File: src/rtl/jk_cmd_sequencer.sv
// jk_cmd_sequencer: buffers {j,k} commands with repeat counts in a small FIFO
// and plays each one onto registered j/k outputs for rpt+1 cycles, back to back.
// q_model tracks the downstream JK flop's q cycle for cycle.
`timescale 1ns/1ps
module jk_cmd_sequencer #(
    parameter int DEPTH = 4,
    parameter int CNT_W = 4
) (
    input  logic                     clk,
    input  logic                     clear,
    input  logic                     cmd_valid,
    output logic                     cmd_ready,
    input  logic [1:0]               cmd_op,
    input  logic [CNT_W-1:0]         cmd_rpt,
    output logic                     j,
    output logic                     k,
    output logic                     done,
    output logic                     busy,
    output logic                     q_model,
    output logic [$clog2(DEPTH):0]   count
);

    localparam int PTR_W = $clog2(DEPTH);
    localparam logic [PTR_W:0]   FULL_CNT = DEPTH[PTR_W:0];
    localparam logic [PTR_W:0]   CNT_ONE  = 1;
    localparam logic [PTR_W-1:0] PTR_ONE  = 1;
    localparam logic [CNT_W-1:0] REM_ONE  = 1;

    typedef enum logic {IDLE, ISSUE} state_t;

    typedef struct packed {
        logic [1:0]       op;
        logic [CNT_W-1:0] rpt;
    } cmd_t;

    cmd_t             mem_q [DEPTH];
    logic [PTR_W-1:0] wr_ptr_q, wr_ptr_d;
    logic [PTR_W-1:0] rd_ptr_q, rd_ptr_d;
    logic [PTR_W:0]   count_q, count_d;

    state_t           state_q;
    logic [CNT_W-1:0] rem_q;
    logic             j_q, k_q, qm_q;

    logic             push, pop, last;
    cmd_t             head;

    // Handshake and sequencing decisions shared by the FIFO and the FSM.
    assign cmd_ready = (count_q < FULL_CNT);
    assign push      = cmd_valid & cmd_ready;
    assign last      = (state_q == ISSUE) && (rem_q == '0);
    assign pop       = (count_q != '0) && ((state_q == IDLE) || last);
    assign head      = mem_q[rd_ptr_q];

    // Storage array: written on accepted pushes only.
    // NOTE: the data array has no reset; validity is tracked by count_q, so clearing it buys nothing.
    always_ff @(posedge clk) begin
        if (push) begin
            mem_q[wr_ptr_q] <= cmd_t'({cmd_op, cmd_rpt});
        end
    end

    // Next-state logic for pointers and occupancy; pointers wrap modulo DEPTH.
    always_comb begin
        // NOTE: every output gets a default first so no path leaves it unassigned (no latch).
        wr_ptr_d = wr_ptr_q;
        rd_ptr_d = rd_ptr_q;
        count_d  = count_q;
        if (push) wr_ptr_d = wr_ptr_q + PTR_ONE;
        if (pop)  rd_ptr_d = rd_ptr_q + PTR_ONE;
        case ({push, pop})
            2'b10:   count_d = count_q + CNT_ONE;
            2'b01:   count_d = count_q - CNT_ONE;
            default: count_d = count_q;
        endcase
    end

    // FIFO pointer and occupancy registers.
    always_ff @(posedge clk or posedge clear) begin
        if (clear) begin
            wr_ptr_q <= '0;
            rd_ptr_q <= '0;
            count_q  <= '0;
        end else begin
            // NOTE: non-blocking assignments so every register samples pre-edge values.
            wr_ptr_q <= wr_ptr_d;
            rd_ptr_q <= rd_ptr_d;
            count_q  <= count_d;
        end
    end

    // Issue FSM with registered j/k, plus the downstream flop's q tracked from the current j/k.
    always_ff @(posedge clk or posedge clear) begin
        if (clear) begin
            state_q <= IDLE;
            rem_q   <= '0;
            j_q     <= 1'b0;
            k_q     <= 1'b0;
            qm_q    <= 1'b0;
        end else begin
            case ({j_q, k_q})
                2'b01:   qm_q <= 1'b0;
                2'b10:   qm_q <= 1'b1;
                2'b11:   qm_q <= ~qm_q;
                default: qm_q <= qm_q;
            endcase

            case (state_q)
                IDLE: begin
                    if (pop) begin
                        {j_q, k_q} <= head.op;
                        rem_q      <= head.rpt;
                        state_q    <= ISSUE;
                    end
                end
                ISSUE: begin
                    if (rem_q != '0) begin
                        rem_q <= rem_q - REM_ONE;
                    end else if (pop) begin
                        {j_q, k_q} <= head.op;
                        rem_q      <= head.rpt;
                    end else begin
                        j_q     <= 1'b0;
                        k_q     <= 1'b0;
                        state_q <= IDLE;
                    end
                end
                default: state_q <= IDLE;
            endcase
        end
    end

    assign j       = j_q;
    assign k       = k_q;
    assign done    = last;
    assign busy    = (state_q == ISSUE) || (count_q != '0);
    assign q_model = qm_q;
    assign count   = count_q;

endmodule

File: config.mk
export PLATFORM = sky130hd
export DESIGN_NAME = jk_cmd_sequencer
export DESIGN_NICKNAME = d
export VERILOG_FILES = /design/src/rtl/jk_cmd_sequencer.sv
export SDC_FILE = /design/constraint.sdc
export NUM_CORES = 1
export LEC_CHECK = 0
export CAP_MARGIN = 20
export CORE_MARGIN = 3
export CORE_UTILIZATION = 35
export CTS_CLUSTER_DIAMETER = 60
export DETAILED_ROUTE_END_ITERATION = 8
export GPL_TIMING_DRIVEN = 0
export MAX_ROUTING_LAYER = met4
export PLACE_DENSITY_LB_ADDON = 0.05
export RECOVER_POWER = 50
export SYNTH_ARGS = -nofsm -noshare
export SYNTH_HDL_FRONTEND = slang
export SYNTH_SLANG_ARGS = --single-unit
File: constraint.sdc
create_clock -name clk -period 3.5 [get_ports clk]
set_input_delay 0.7 -clock clk [delete_from_list [all_inputs] [get_ports clk]]
set_output_delay 0.7 -clock clk [all_outputs]
set_load 0.01 [all_outputs]
* Word-level counts from Yosys, hierarchy flattened
Memory sizes are Yosys's and may differ from the RTL's.
Cells that the tools add are included.
** Operators by class
- Add/sub/neg operators :: 5
- Order comparisons :: 1
- Equal/unequal tests :: 7
- Muxes and demuxes :: 18
- Bitwise gates (word level) :: 3
- Reduce and logical (&&, ||, !) cells :: 10
** Operators with widths (number)
- $mux W1 :: 10
- $mux W4 :: 2
- $pmux W4 S2 :: 1
- $eq A2 B2 Y1 const B :: 3
- $pmux W1 S2 :: 3
- $pmux W3 S2 :: 1
- $reduce_bool A3 Y1 :: 2
- $add A2 B1 Y2 const B :: 2
- $eq A2 B1 Y1 const B :: 2
- $logic_not A4 Y1 :: 1
- $ne A2 B2 Y1 const B :: 2
- $reduce_bool A4 Y1 :: 1
- $sub A4 B1 Y4 const B :: 1
- $add A3 B1 Y3 const B :: 1
- $lt A3 B3 Y1 const B :: 1
- $pmux W1 S3 :: 1
- $sub A3 B1 Y3 const B :: 1
- $logic_and A1 B1 Y1 :: 2
- $logic_or A1 B1 Y1 :: 2
- $not A1 Y1 :: 2
- $reduce_and A2 Y1 :: 1
- $reduce_bool A2 Y1 :: 1
- $and A1 B1 Y1 :: 1
** Storage, ports and cells
- Register bits after elaboration :: 15
- Bits in writable memories :: 24
- Bits of input ports :: 9
- Output and inout bits :: 9
- Word-level logic and storage cells :: 53
- Memories kept :: 1
** Memory list
- mem_q :: words 4, bits a word 6, read ports 1, clocked after memory_dff 0, wr ports 1, RTL line 36 : cmd_t mem_q [DEPTH];

* Depth between registers and ports, before layout
- Depth in word-level cells :: 7
- Depth in mapped cells :: 11
- Gate-level depth less buffers :: 10

* Worst setup path after synthesis
Ideal clock, no wire load.
- Path kind :: register to register
- Start :: register rem_q[0]
- End :: register count_q[2], in the netlist count[2]
- Setup time :: 0.080 ns
- Arrival :: 2.278 ns
- Data required time :: 3.420 ns
- Slack :: 1.142 ns
- Stages on the path, launching flop included :: 12
- Path buffers :: 1
- Clock period less this slack :: 2.358 ns
- Cells stage by stage :: dfrtp_1 inv_1 ha_1 or3b_1 buf_6 a21oi_4 ha_1 inv_1 fa_1 xor2_1 nor2_1 xnor2_1
** On the way
- Cells in the longest elaborated chain, start to end :: 6
- Elaborated cells on any way between the ends :: 8
- Those cells by class :: eq/ne (2); mux (1); reduce/logical (5)
** RTL lines
- start, declared :: RTL line 42 : logic [CNT_W-1:0] rem_q;
- start signal, assigned :: RTL line 112 : rem_q <= head.rpt;
- start signal, assigned :: RTL line 118 : rem_q <= rem_q - REM_ONE;
- start signal, assigned :: RTL line 121 : rem_q <= head.rpt;
- $logic_not A4 Y1 * :: RTL line 51 : assign last = (state_q == ISSUE) && (rem_q == '0);
- $logic_and A1 B1 Y1 * :: RTL line 51
- $logic_or A1 B1 Y1 * :: RTL line 52 : assign pop = (count_q != '0) && ((state_q == IDLE) || last);
- $logic_and A1 B1 Y1 * :: RTL line 52
- named net pop :: RTL line 45 : logic push, pop, last;
- $eq A2 B1 Y1 / $eq A2 B2 Y1 (equally long branches) :: RTL line 71 : case ({push, pop})
- $pmux W3 S2 / $reduce_bool A2 Y1 (equally long branches)
- end signal, assigned :: RTL line 88 : count_q <= count_d;
- end, declared :: RTL line 39 : logic [PTR_W:0] count_q, count_d;
The timed path passes the listed nets; every way through them passes the cells marked *.
A chain may end at the register's enable or synchronous reset.

* Final worst setup path
- Start :: register rem_q[0]
- End :: output done
** On the way
- Cells in the longest elaborated chain, start to end :: 2
** RTL lines
- $logic_not A4 Y1 :: RTL line 51
- $logic_and A1 B1 Y1 :: RTL line 51
- end, declared :: RTL line 17 : output logic done,
No other way between the ends.

==> results.ini <==
[drt]
first_pass_iters=4
ant_nets=0
wirelength_um=2729
vias=924
first_iter_violations=46
wl_per_cell_um=13.12
viasPerCell=4.442
route.detailed.drc=0

[worst_setup_path]
cp.required_ps=2800
cp_slowest_stage_delay_ps=530
crit_path_top_delay_cell=clkdlybuf4s50_1
endpoint_kind=output pin
path_buf_inv=3
cp_max_fo=5
path_delay_family=buffers and inverters
path_class=flop to output pin
arrival_ps=2030
startpoint_type=flop
crit_path_cell_trace=inv_1, ha_1, or3b_1, buf_6, nor2_1, clkdlybuf4s50_1

[sta]
slew_headroom_pct=57.64
setup_viol=0
rsz0062_at_grt=no
finalSetupTns_ps=0
period_needed_ps=2732
slew_violations=0
max_clock_freq_mhz=366.0
worst_pin_slew_ps=634.7
hold_viol=0
finClkSkew_ps=9.560
worst_hold_slack_ps=478.2
setup_slack_ps=767.6
final.period_utilization_pct=78.07

[clocking]
cts_buffers=5
cts_resized=0
clock_sinks=39
cts_root_buffer=clkbuf_8
clockBufferDepth=2
post-cts-setup-buffers=0
clk_latency_ps=290
cts_tree=built
clk_pin_slew_ps=80
htreeDepth=2
cts_hold_buf=0

[job]
maxCapViolCount=0

[grt]
gr-usage-all-layers_pct=11.16
grt_max_degree=16
antenna_found_initial=0
first_global_vias=918
grt_pass1_wl_um=4657
overflow=0

[placement]
pre_cts_ws_ps=957.1
place_inst=200
numPortBuffers=17
place_area_um2=1968
place.gp.congestion=0.7543
dp_hpwl_um=1987

[finish]
mostFrequentLayoutCell=edfxtp_1
layout-drive-gt1-share_pct=13.99
insertedDiodeCount=0
num-nets-final=158
finalNonFillerCells=208
fin_area_um2=2049
final_cell_mix=edfxtp_1 (24), dfrtp_1 (15), inv_1 (14)
areaGrowthSynthToFinish_pct=19.39

[logic_synthesis]
syn_inst=118
synth-seq-cells=39
yosysSeqAreaShare_pct=63.85
avgSynthCellArea_um2=14.55
yosys_warnings=0
synth_nets=134
syn_area_um2=1717
netlist-cell-type-count=32

[floorplan]
core-area_um2=4534
die_area_um2=5781
row_count=24
io_pins=18
initial_core_util_pct=37.86
fp.dieW_um=76.04
fp.dieH_um=76.04

[outcome]
outcome=completed

[worst_hold_path]
hold_path.class=flop to flop

[power_and_ir_drop]
power.density_nw_per_um2=770.2
leakage_nw=0.7860
max-vdd-ir-drop_mv=0.2647

[sequential cells by signal, summed over array words and instances (netlist names)]
name      count
count         3
j             1
k             1
mem_q        24
q_model       1
rd_ptr_q      2
rem_q         4
state_q       1
wr_ptr_q      2
[synth_stat cells]
cell | n | area share (%)
nor2_1 | 3 | 0.66
a21oi_1 | 1 | 0.29
nor2b_1 | 1 | 0.36
inv_1 | 14 | 3.1
o221a_1 | 1 | 0.66
or3_1 | 1 | 0.36
dfrtp_1 | 15 | 22
or3_2 | 1 | 0.44
edfxtp_1 | 24 | 42
and2_1 | 4 | 1.5
xor2_1 | 2 | 1.0
clkbuf_1 | 3 | 0.66
mux4_2 | 6 | 7.9
nand2_2 | 1 | 0.36
nand3_1 | 1 | 0.29
a32oi_1 | 1 | 0.51
mux2i_1 | 2 | 1.2
nor3_1 | 1 | 0.29
and2_4 | 1 | 0.51
xnor2_1 | 5 | 2.6
o21ai_0 | 3 | 0.87
a21oi_2 | 2 | 1.0
buf_6 | 1 | 0.66
nand2b_1 | 1 | 0.36
fa_1 | 1 | 1.2
or3b_1 | 1 | 0.51
buf_4 | 1 | 0.44
a21oi_4 | 1 | 0.95
nand2_1 | 11 | 2.4
o211ai_1 | 1 | 0.44
ha_1 | 6 | 4.4
a22oi_1 | 1 | 0.44
[path summary, 6_finish.rpt]
| check | startpoint | end | slack, ps | depth (start not counted) |
|---|---|---|---|---|
| min reg2reg | k$_DFFE_PP0P_ | q_model$_DFFE_PP0P_ | 480 | 1 |
| max | rem_q[0]$_DFF_PP0_ | done | 770 | 6 |
| max in group asynchronous | clear | count[1]$_DFFE_PP0P_ | 2160 | 2 |
| min in group asynchronous | clear | rem_q[1]$_DFF_PP0_ | 930 | 2 |
| min | k$_DFFE_PP0P_ | q_model$_DFFE_PP0P_ | 480 | 1 |
| max reg2reg | rem_q[0]$_DFF_PP0_ | count[2]$_DFFE_PP0P_ | 990 | 11 |
[logic make-up after synthesis]
| kind of cell | count (synthesis) | share of synthesized area [%] |
|---|---|---|
| AND/OR/NAND/NOR | 27 | 8.018 |
| adder cells (fa/ha/maj) | 7 | 5.539 |
| multiplexers | 8 | 9.038 |
| flip-flops | 39 | 63.85 |
| AO/OA/AOI/OAI | 11 | 5.175 |
| buffers and inverters | 19 | 4.811 |
| XOR/XNOR | 7 | 3.571 |
[through the flow]
step,power (mW),util [%]
5_1_grt,1.712,45.20
3_3_place_gp,1.300,43.41
4_1_cts,1.611,45.28
3_5_place_dp,1.317,43.41
6_report,1.579,45.20
2_1_floorplan,1.117,-
[worst register-to-register path: cells and delay by family, from the launching register on]
family | cells | cell delay [ps]
AND/OR/NAND/NOR | 2 | 470
XOR/XNOR | 2 | 270
adder cells (fa/ha/maj) | 3 | 770
buffers and inverters | 3 | 270
flip-flops | 1 | 400
AO/OA/AOI/OAI | 1 | 260
[cell type report]
type | count | area [µm²]
timing repair buffer | 17 | 170.2
clock buffer | 6 | 72.57
buffer | 5 | 30.03
tap | 65 | 81.33
multi-input combinational | 60 | 534.3
inverter | 14 | 52.55
clock inverter | 2 | 12.51
fill | 435 | 2485
sequential | 39 | 1096
[metal layers]
layer | GRT usage [%] | up-vias | part of all wire (%)
li1 | - | 456 | -
met1 | 13.32 | 444 | 45
met2 | 16.76 | 19 | 48
met3 | 4.137 | 5 | 5.1
met4 | 5.435 | 0 | 2.1
met5 | - | - | 0
[report_power, final]
group	switching, mW	internal, mW	total [mW]
registers	0.0717	0.620	0.691
clock network	0.151	0.139	0.290
logic	0.283	0.314	0.597
(Power assumes the default switching activity.)
